**config.mk**
```make
export PLATFORM = sky130hd
export DESIGN_NAME = hazard_stall_ctrl
export DESIGN_NICKNAME = d
export VERILOG_FILES = /design/src/rtl/hazard_stall_ctrl.sv
export SDC_FILE = /design/constraint.sdc
export NUM_CORES = 1
export LEC_CHECK = 0
export CORE_MARGIN = 1
export CORE_UTILIZATION = 47
export CTS_CLUSTER_SIZE = 25
export DETAILED_ROUTE_END_ITERATION = 8
export PLACE_DENSITY = 0.81
export SYNTH_ARGS = -nofsm -noshare
export SYNTH_HDL_FRONTEND = slang
export SYNTH_SLANG_ARGS = --single-unit
```
**constraint.sdc**
```tcl
create_clock -name clk_i -period 2.7 [get_ports clk_i]
set_input_delay 0.54 -clock clk_i [delete_from_list [all_inputs] [get_ports clk_i]]
set_output_delay 0.54 -clock clk_i [all_outputs]
set_load 0.05 [all_outputs]
```
**src/rtl/hazard_stall_ctrl.sv**
```systemverilog
// Purpose : pipeline stall/flush controller for load-use, multi-cycle multiply and taken-branch hazards.
// Latency : enables and flushes are combinational (same cycle); state and event counters update on clk_i.
// Backpres: stalls PC/IF_ID on load-use, freezes PC/IF_ID/ID_EX while a multiply occupies EX.
//
// Ports:
//   clk_i, rst_i                 clock, synchronous active-high reset
//   IF_ID_rs/rt/uses_rt          source registers of the instruction in ID
//   ID_EX_memread, ID_EX_rt      load in EX and its destination register
//   mul_issue_i                  multiply leaving ID into EX this cycle
//   branch_taken_i               branch in MEM resolved taken
//   pc_write_o, IF_ID_write_o, ID_EX_write_o      stage write enables
//   IF_ID_flush_o, ID_EX_flush_o, EX_MEM_flush_o  stage bubble inserts
//   stall_cnt_o, flush_cnt_o     saturating event counters
module hazard_stall_ctrl #(
   parameter int MUL_LAT = 3,
   parameter int CNT_W   = 16
) (
   input  logic             clk_i,
   input  logic             rst_i,
   input  logic [4:0]       IF_ID_rs,
   input  logic [4:0]       IF_ID_rt,
   input  logic             IF_ID_uses_rt,
   input  logic             ID_EX_memread,
   input  logic [4:0]       ID_EX_rt,
   input  logic             mul_issue_i,
   input  logic             branch_taken_i,
   output logic             pc_write_o,
   output logic             IF_ID_write_o,
   output logic             ID_EX_write_o,
   output logic             IF_ID_flush_o,
   output logic             ID_EX_flush_o,
   output logic             EX_MEM_flush_o,
   output logic [CNT_W-1:0] stall_cnt_o,
   output logic [CNT_W-1:0] flush_cnt_o
);

   // Width holding MUL_LAT-1 (at least one bit so MUL_LAT=1 still elaborates).
   localparam int MCW = (MUL_LAT > 1) ? $clog2(MUL_LAT) : 1;
   localparam logic [MCW-1:0] MUL_INIT = MCW'(MUL_LAT - 1);

   typedef enum logic [0:0] {RUN, MUL_BUSY} state_t;

   state_t           state_q, state_d;
   logic [MCW-1:0]   mul_cnt_q, mul_cnt_d;
   logic [CNT_W-1:0] stall_cnt_q, stall_cnt_d;
   logic [CNT_W-1:0] flush_cnt_q, flush_cnt_d;
   logic             load_use;
   logic             stall_inc;
   logic             flush_inc;

   // r0 is never a real dependency; rt only matters when ID actually reads it.
   assign load_use = ID_EX_memread && (ID_EX_rt != 5'd0) &&
                     ((ID_EX_rt == IF_ID_rs) || (IF_ID_uses_rt && (ID_EX_rt == IF_ID_rt)));

   always_comb begin
      state_d        = state_q;
      mul_cnt_d      = mul_cnt_q;
      pc_write_o     = 1'b1;
      IF_ID_write_o  = 1'b1;
      ID_EX_write_o  = 1'b1;
      IF_ID_flush_o  = 1'b0;
      ID_EX_flush_o  = 1'b0;
      EX_MEM_flush_o = 1'b0;
      stall_inc      = 1'b0;
      flush_inc      = 1'b0;

      if (rst_i) begin
         pc_write_o     = 1'b0;
         IF_ID_write_o  = 1'b0;
         ID_EX_write_o  = 1'b0;
         IF_ID_flush_o  = 1'b1;
         ID_EX_flush_o  = 1'b1;
         EX_MEM_flush_o = 1'b1;
      end else if (branch_taken_i) begin
         // Squash everything younger than MEM, including a multiply still in EX.
         IF_ID_flush_o  = 1'b1;
         ID_EX_flush_o  = 1'b1;
         EX_MEM_flush_o = 1'b1;
         state_d        = RUN;
         mul_cnt_d      = '0;
         flush_inc      = 1'b1;
      end else if (state_q == MUL_BUSY) begin
         // Hold the multiply in EX and feed bubbles downstream until it completes.
         pc_write_o     = 1'b0;
         IF_ID_write_o  = 1'b0;
         ID_EX_write_o  = 1'b0;
         EX_MEM_flush_o = 1'b1;
         stall_inc      = 1'b1;
         mul_cnt_d      = mul_cnt_q - 1'b1;
         if (mul_cnt_q == MCW'(1)) begin
            state_d = RUN;
         end
      end else if (load_use) begin
         // mul_issue_i is deliberately ignored here; the held instruction re-presents it next cycle.
         pc_write_o    = 1'b0;
         IF_ID_write_o = 1'b0;
         ID_EX_flush_o = 1'b1;
         stall_inc     = 1'b1;
      end else if (mul_issue_i && (MUL_LAT > 1)) begin
         state_d   = MUL_BUSY;
         mul_cnt_d = MUL_INIT;
      end

      stall_cnt_d = (stall_inc && (stall_cnt_q != '1)) ? stall_cnt_q + 1'b1 : stall_cnt_q;
      flush_cnt_d = (flush_inc && (flush_cnt_q != '1)) ? flush_cnt_q + 1'b1 : flush_cnt_q;
   end

   always_ff @(posedge clk_i) begin
      if (rst_i) begin
         state_q     <= RUN;
         mul_cnt_q   <= '0;
         stall_cnt_q <= '0;
         flush_cnt_q <= '0;
      end else begin
         state_q     <= state_d;
         mul_cnt_q   <= mul_cnt_d;
         stall_cnt_q <= stall_cnt_d;
         flush_cnt_q <= flush_cnt_d;
      end
   end

   assign stall_cnt_o = stall_cnt_q;
   assign flush_cnt_o = flush_cnt_q;

endmodule

```
-- After elaboration in Yosys (flattened, before gate mapping)
Cells that the tools add are included.
- add/sub/neg operators: 3
- multiply operators: 0
- divide/modulo/power cells: 0
- $lt $le $gt $ge: 0
- eq/ne operators: 6
- shift operators: 0
- muxes and demuxes: 27
- bitwise operators: 0
- reduce and logical (&&, ||, !) cells: 10
- operator list (kind ; number):
    $add 16x1->16 const B ; 2
    $ne 16x16->1 const B ; 2
    $mux 1 ; 24
    $eq 5x5->1 ; 2
    $mux 2 ; 3
    $logic_and 1x1->1 ; 5
    $reduce_bool 5->1 ; 1
    $eq 2x1->1 const B ; 1
    $ne 2x2->1 const B ; 1
    $reduce_and 2->1 ; 1
    $reduce_bool 2->1 ; 1
    $reduce_or 2->1 ; 1
    $sub 2x1->2 const B ; 1
    $logic_or 1x1->1 ; 1
- bits in registers: 35
- latch bits: 0
- RAM bits: 0
- memory bits (read-only): 0
- input port bits: 21
- output and inout port bits: 38
- logic and storage cells: 50
- memories kept: 0

-- Longest topological paths before layout
Gate-level depths: netlist (run 1).
- depth after elaboration: 9
- depth in mapped cells: 8
- gate-level depth less buffers: 7

-- Least setup slack after synthesis (run 1)
OpenSTA, ideal clock, no wires.
- path kind: input-to-output
- start point: input ID_EX_rt[1]
- end point: output pc_write_o
- arrival time: 2438 ps
- data required time: 2160 ps
- setup slack: -278 ps
- stages on the path: 6
- path buffers: 1
- cells stage by stage: or4_1 -> o21a_1 -> nand2_1 -> a21oi_1 -> nor2_1 -> buf_4
- word-level cells in the longest chain between the ends: 8
- elaborated cells between the ends (all ways): 11
- classes of those cells: eq/ne (2); mux (4); reduce/logical (5)
- RTL lines (element ; RTL line ; RTL):
    start: declaration ; 24 ; input logic [4:0] ID_EX_rt,
    $eq 5x5->1 ; 53 ; ((ID_EX_rt == IF_ID_rs) || (IF_ID_uses_rt && (ID_EX_rt == IF_ID_rt)));
    $logic_and 1x1->1 ; 53 ;
    $logic_or 1x1->1 ; 53 ;
    $logic_and 1x1->1 * ; 52 ; assign load_use = ID_EX_memread && (ID_EX_rt != 5'd0) &&
    $mux 1 * (4 in series) ; -- ;
    end: declaration ; 27 ; output logic pc_write_o,
Mark *: on every way between the ends. The rest lies on a longest branch, timed or not.

-- Worst setup path in the final report (run 1)
- start point: input ID_EX_rt[3]
- end point: output IF_ID_write_o
- word-level cells in the longest chain between the ends: 8
- elaborated cells between the ends (all ways): 11
- classes of those cells: eq/ne (2); mux (4); reduce/logical (5)
- RTL lines (element ; RTL line ; RTL):
    $eq 5x5->1 ; 53 ;
    $logic_and 1x1->1 ; 53 ;
    $logic_or 1x1->1 ; 53 ;
    $logic_and 1x1->1 * ; 52 ;
    $mux 1 * ; 93 ; end else if (load_use) begin
    $mux 1 * ; 82 ; end else if (state_q == MUL_BUSY) begin
    $mux 1 * ; 74 ; end else if (branch_taken_i) begin
    $mux 1 * ; 67 ; if (rst_i) begin
    end: declaration ; 28 ; output logic IF_ID_write_o,
Marks and branches as above.

==> reports/metrics.cfg, run 1 <==
[setup_path]
slowest_delay_ns=0.52
slowest_stage=or4_1
critical_path_depth=7
critPathRequiredTime_ns=2.16
endpoint=IF_ID_write_o
critPathArrivalTime_ns=2.08
crit_fanout=2
rr_worst_depth=7
reg2reg_slack_ns=0.59
rr_endpoint=stall_cnt_o[1]$_SDFFE_PP0P_
crit_chain=dlygate4sd2_1, or4_1, o21a_1, nand2_1, a21oi_1, nor2_2, buf_12
path_class=input pin to output pin
critPathLaunchType=input pin
cp_top_family=simple AND/OR/NAND/NOR gates
end_kind=output pin
r2r-start=stall_cnt_o[0]$_SDFFE_PP0P_
path_buf_inv=2
timing.critical_path.from=ID_EX_rt[3]

[finish]
antenna_cells=0
syn2layout_area_growth_pct=43.4
fill_cells=311
nets=315
final_util_pct=72.4
fin_cells=340
regArea_um2=701
multi_input_area_um2=1150
layout-drive-gt1-share_pct=15.1

[place]
dp_hpwl_um=3180
io_buffers=58
post-place-ws_ns=-0.103
gp_congestion=0.761
dp_cells=331

[synth]
yosysWarnings=0
synthesis.area_um2=1920
synth_top_cell_by_area=dfxtp_1
yosys.cell_types.count=42
synthArstFlopShare_pct=0
synth_edf_count=0
synth_cells=220
syn_nets=244
synth_area_leaders=dfxtp_1 (37%), xnor2_1 (6.8%), nor2_1 (4.7%)
avgSynthCellArea_um2=8.72
synth_seq_cells=35
yosysTopAreaCellShare_pct=36.5
synth-seq-area-share_pct=36.5
ys.flop_type=dfxtp_1

[die]
die_h_um=65.9
chipWidth_um=65.9
die-area_um2=4340
initial_core_util_pct=50.5
core_area_um2=3800
row_count=22
io_pins=59

[clocking]
cts_max_level=2
cts.clk_slew.worst_paths_ns=0.07
root_buffer=clkbuf_8
cts_buffers=5
cts_buffer_depth=2
clkSinkCount=35
cts_tree=yes
holdBufCountCts=0
insertion_delay_ns=0.28

[detailed_routing]
wl_per_cell_um=12.6
routed_wl_um=4280
drt_iter0_markers=86
drc=0
ant_nets=0
vias_per_cell=5.30
first_pass_iters=4
via_count=1801

[status]
outcome=finished, final reports clean

[flow_run]
maxCapViolCount=0

[global_route]
grt.total_usage_pct=21.0
grt_pass1_vias=1549
grt_max_degree=20
grt_pass1_wl_um=7000
grt-ovfl-total=0
antenna_found_initial=0

[sta]
rsz0062_at_grt=no
tightest_slew_ns=0.500
hold_violations=0
fin_ws_ns=0.0815
hold_slack_ns=0.487
setup_viol=0
maxSlewViolCount=0
skew_ns=0.00264
fmax_ghz=0.382
min_period_ns=2.62
slew_headroom_pct=66.6
fin_crit_sh_pct=97.0

[pwr]
leakage_nw=1.01
power.total_w=0.00107
peakVddDrop_uv=288
power.density_nw_per_um2=388

[hold_path]
hold_class=flip-flop to flip-flop

## cells in the mapped netlist (2+ instances only)
cell type	n
and4_4	2
inv_1	6
o21ai_0	5
mux2i_1	2
o21ai_1	5
dfxtp_1	35
and4_1	4
nor2b_1	3
or4_1	5
clkbuf_1	3
or3_2	5
o21a_1	2
a21oi_1	11
or3_1	3
nand2b_1	3
mux2_1	3
xor2_1	8
nor4_1	3
nand4_1	6
buf_6	2
nand3_1	14
o31ai_1	4
xnor2_1	15
and3_1	6
a21oi_2	4
nand2_1	20
ha_1	3
nor2_1	24
## kinds of logic after synthesis
group | after synthesis | synth area share (%)
XOR/XNOR | 23 | 10.5
buffers and inverters | 13 | 4.37
AND/OR/NAND/NOR | 102 | 30.1
AO/OA/AOI/OAI | 39 | 13.8
flip-flops | 35 | 36.5
multiplexers | 5 | 2.80
adder cells (fa/ha/maj) | 3 | 1.96
## placed cells by master (no fill, tap or decap), types with 5 or more instances in the layout
cell type and n:
clkbuf_8 5, o21ai_1 5, nand3_1 14, nand4_1 6, dfxtp_1 35, buf_4 13, and3_1 6, or4_1 5
nor2_1 23, xor2_1 8, or3_2 5, buf_12 6, xnor2_1 15, a21oi_1 11, nand2_1 20, clkdlybuf4s50_1 47
inv_1 6
## repair_timing
action,in CTS,in global routing
endpoints found under the hold margin,0,0
pin swaps,3,2
endpoints found under the setup margin,3,3
resized for setup,5,2
setup buffers,1,0
## sequential cells by signal (all words and copies together), names as in the netlist
register / cells
flush_cnt_o: 16
mul_cnt_q: 2
stall_cnt_o: 16
state_q: 1
## area by class of cell
class / count / area share, %
clock buffer: 6 / 2.64
clock inverter: 2 / 0.455
inverter: 6 / 0.819
multi-input combinational: 172 / 41.7
sequential: 35 / 25.5
tap: 48 / 2.18
timing repair buffer: 71 / 26.8
## per-stage QoR
step / setup TNS [ns] / area (um^2)
after floorplan: -0.0233 / 1920
after global placement: -0.127 / 2650
after detailed placement: -0.261 / 2650
after CTS: 0 / 2740
after global routing: 0 / 2750
final: 0 / 2750
## routing by layer
| metal | share of wire (%) | track usage [%] | vias up |
|---|---|---|---|
| met2 | 47 | 32.8 | 27 |
| li1 | - | - | 933 |
| met5 | 0 | 0 | - |
| met1 | 48 | 27.8 | 837 |
| met4 | 1.1 | 8.42 | 0 |
| met3 | 3.4 | 4.48 | 4 |
## power breakdown
group / switching, W / leakage (nW) / internal [W]
sequential: 0.00000597 / 0.283 / 0.000522
clock: 0.000189 / 0.0412 / 0.000180
combinational: 0.0000871 / 0.689 / 0.0000821
total: 0.000282 / 1.01 / 0.000784
## how the worst min path moves through the flow
stage,start,endpoint,slack (ns),cells past startpoint
after floorplan,mul_cnt_q[1]$_SDFFE_PP0P_,mul_cnt_q[1]$_SDFFE_PP0P_,0.44,2
after global placement,mul_cnt_q[1]$_SDFFE_PP0P_,mul_cnt_q[1]$_SDFFE_PP0P_,0.46,2
after detailed placement,mul_cnt_q[1]$_SDFFE_PP0P_,mul_cnt_q[1]$_SDFFE_PP0P_,0.49,2
after CTS,mul_cnt_q[1]$_SDFFE_PP0P_,mul_cnt_q[1]$_SDFFE_PP0P_,0.50,2
after global routing,mul_cnt_q[1]$_SDFFE_PP0P_,mul_cnt_q[1]$_SDFFE_PP0P_,0.51,2
final,mul_cnt_q[1]$_SDFFE_PP0P_,mul_cnt_q[1]$_SDFFE_PP0P_,0.49,2
## worst min-delay path, cell delays in order (launching register included)
cell,delay (ns)
dfxtp_1,0.30
inv_1,0.07
a31oi_1,0.07
Note: power is estimated with default switching activity, not from simulation.
==> run 2: changes to the inputs <==
--- a/config.mk
+++ b/config.mk
@@ -5,8 +5,9 @@
 export SDC_FILE = /design/constraint.sdc
 export NUM_CORES = 1
 export LEC_CHECK = 0
+export ABC_AREA = 1
 export CORE_MARGIN = 1
-export CORE_UTILIZATION = 47
+export CORE_UTILIZATION = 48
 export CTS_CLUSTER_SIZE = 25
 export DETAILED_ROUTE_END_ITERATION = 8
 export PLACE_DENSITY = 0.81
==> run 2 against run 1 <==
Compared with the run above: design area increased by 5.6%; maximum frequency increased by 4.3%; clock skew increased by 0.0073 ns; power increased by 1.4%; largest cell class unchanged; largest power group unchanged.
==> reports/metrics.cfg, run 2 <==
[place]
placed_area_um2=2810
dp_hpwl_um=3960
io_buffers=58
dp_cells=441
gp_congestion=0.882

[die]
chipWidth_um=69.1
core_area_um2=4320
initial_core_util_pct=49.9
die_h_um=69.1
die-area_um2=4770
row_count=24
io_pins=59

[synth]
synth-seq-area-share_pct=32.4
synthesis.area_um2=2160
ys.flop_type=dfxtp_1
synth_edf_count=0
synth_most_common_cell=nand2_1
netlist_top_cells_count=nand2_1 (94), inv_1 (42), nor2_1 (37)
yosys.cell_types.count=26
yosysWarnings=0
syn_nets=361
synth_area_leaders=dfxtp_1 (32%), nand2_1 (16%), inv_1 (7.3%)
synthArstFlopShare_pct=0
synth_top_cell_by_area=dfxtp_1
avgSynthCellArea_um2=6.41
synth_seq_cells=35
synth_cells=337
yosysTopAreaCellShare_pct=32.4

[sta]
rsz0062_at_grt=no
fin_crit_sh_pct=93.0
min_period_ns=2.51
slew_headroom_pct=65.8
skew_ns=0.00995
maxSlewViolCount=0
hold_violations=0
tightest_slew_ns=0.512
fmax_ghz=0.398
finalSetupTns_ns=0
setup_viol=0

[hold_path]
hold_class=flip-flop to flip-flop

[finish]
layout-drive-gt1-share_pct=6.31
fin_cells=448
final_cell_mix=nand2_1 (94), clkdlybuf4s50_1 (52), inv_1 (42)
antenna_cells=0
syn2layout_area_growth_pct=34.5
nets=420
final_util_pct=67.2
fill_cells=382
final_area_um2=2900
final_common_cell=nand2_1

[setup_path]
crit_fanout=4
critPathArrivalTime_ns=1.97
path_class=input pin to output pin
end_kind=output pin
critPathRequiredTime_ns=2.16
critPathLaunchType=input pin

[clocking]
insertion_delay_ns=0.29
cts_tree=yes
cts_max_level=2
post_cts.repair.setup_buffers=0
cts.clk_slew.worst_paths_ns=0.07
cts_buffers=5
cts_resized=0
clkSinkCount=35
cts_buffer_depth=2
root_buffer=clkbuf_8
holdBufCountCts=0

[status]
outcome=finished, final reports clean

[pwr]
peakVddDrop_uv=288
power.density_nw_per_um2=372
power.total_w=0.00108
leakage_nw=1.17

[global_route]
grt_max_degree=20
grt.total_usage_pct=23.2
grt-ovfl-total=0
antenna_found_initial=0
grt_pass1_vias=2210
grt_pass1_wl_um=9100

[detailed_routing]
ant_nets=0
routed_wl_um=5260
via_count=2319
drt_iter0_markers=180
wl_per_cell_um=11.7
vias_per_cell=5.18
first_pass_iters=4
drc=0

[flow_run]
maxCapViolCount=0

## run 2: cell count changes after synthesis, moves of 6 or more
cell | previous run | this run
and3_1 | 6 | 0
inv_1 | 6 | 42
o21ai_0 | 5 | 12
nand2_1 | 20 | 94
nand4_1 | 6 | 20
nor2_1 | 24 | 37
xnor2_1 | 15 | 5
a21oi_1 | 11 | 31
## run 2: worst paths after layout
path | endpoint | cells past startpoint | from | slack, ns
max | ID_EX_flush_o | 10 | ID_EX_rt[4] | 0.19
min | mul_cnt_q[1]$_SDFFE_PP0P_ | 2 | mul_cnt_q[1]$_SDFFE_PP0P_ | 0.47
max reg2reg | stall_cnt_o[0]$_SDFFE_PP0P_ | 10 | stall_cnt_o[0]$_SDFFE_PP0P_ | 0.69
min reg2reg | mul_cnt_q[1]$_SDFFE_PP0P_ | 2 | mul_cnt_q[1]$_SDFFE_PP0P_ | 0.47
## run 2: stage by stage
step           setup WS (ns)  hold WS [ns]
2_1_floorplan         0.0479         0.438
3_5_place_dp           0.127         0.461
5_1_grt               0.0246         0.502
4_1_cts                0.123         0.471
3_3_place_gp           0.164         0.451
6_report               0.190         0.467
## run 2: final cells by class
type	instances	area [um^2]	area share [%]
multi-input cells	248	1250	43.0
flip-flops and latches	35	701	24.1
repair buffers	63	641	22.1
inverters	43	161	5.56
clock buffers	6	82.6	2.84
well taps	52	65.1	2.24
clock inverters	1	5.00	0.172
## run 2: power breakdown
| group | leakage (nW) | internal (W) | switching (W) |
|---|---|---|---|
| logic | 0.836 | 0.0000693 | 0.0000969 |
| registers | 0.283 | 0.000521 | 0.00000483 |
| clock network | 0.0470 | 0.000200 | 0.000189 |
## run 2: routing by layer
metal	track usage [%]	wire (um)	up-vias
li1	-	-	1211
met1	25.6	2330	1044
met2	40.2	2600	52
met3	5.85	213	12
met4	12.7	123	0
met5	0	0	-
## run 2: critical path: stages
cell	delay (ns)
clkdlybuf4s50_1	0.54
inv_1	0.06
nand2_1	0.05
nand2_1	0.05
nor2_1	0.12
nand3_1	0.09
nand2_1	0.07
nand2_1	0.08
o21ai_0	0.15
buf_4	0.22
## run 2: cells by family after synthesis
| group | after synthesis | share of synthesized area, % |
|---|---|---|
| AOI/OAI and AO/OA | 45 | 10.7 |
| xor gates and xnor gates | 17 | 6.89 |
| adders and majority gates | 3 | 1.74 |
| buffers and inverters | 54 | 10.3 |
| DFF | 35 | 32.4 |
| and+or+nand+nor | 183 | 38.0 |
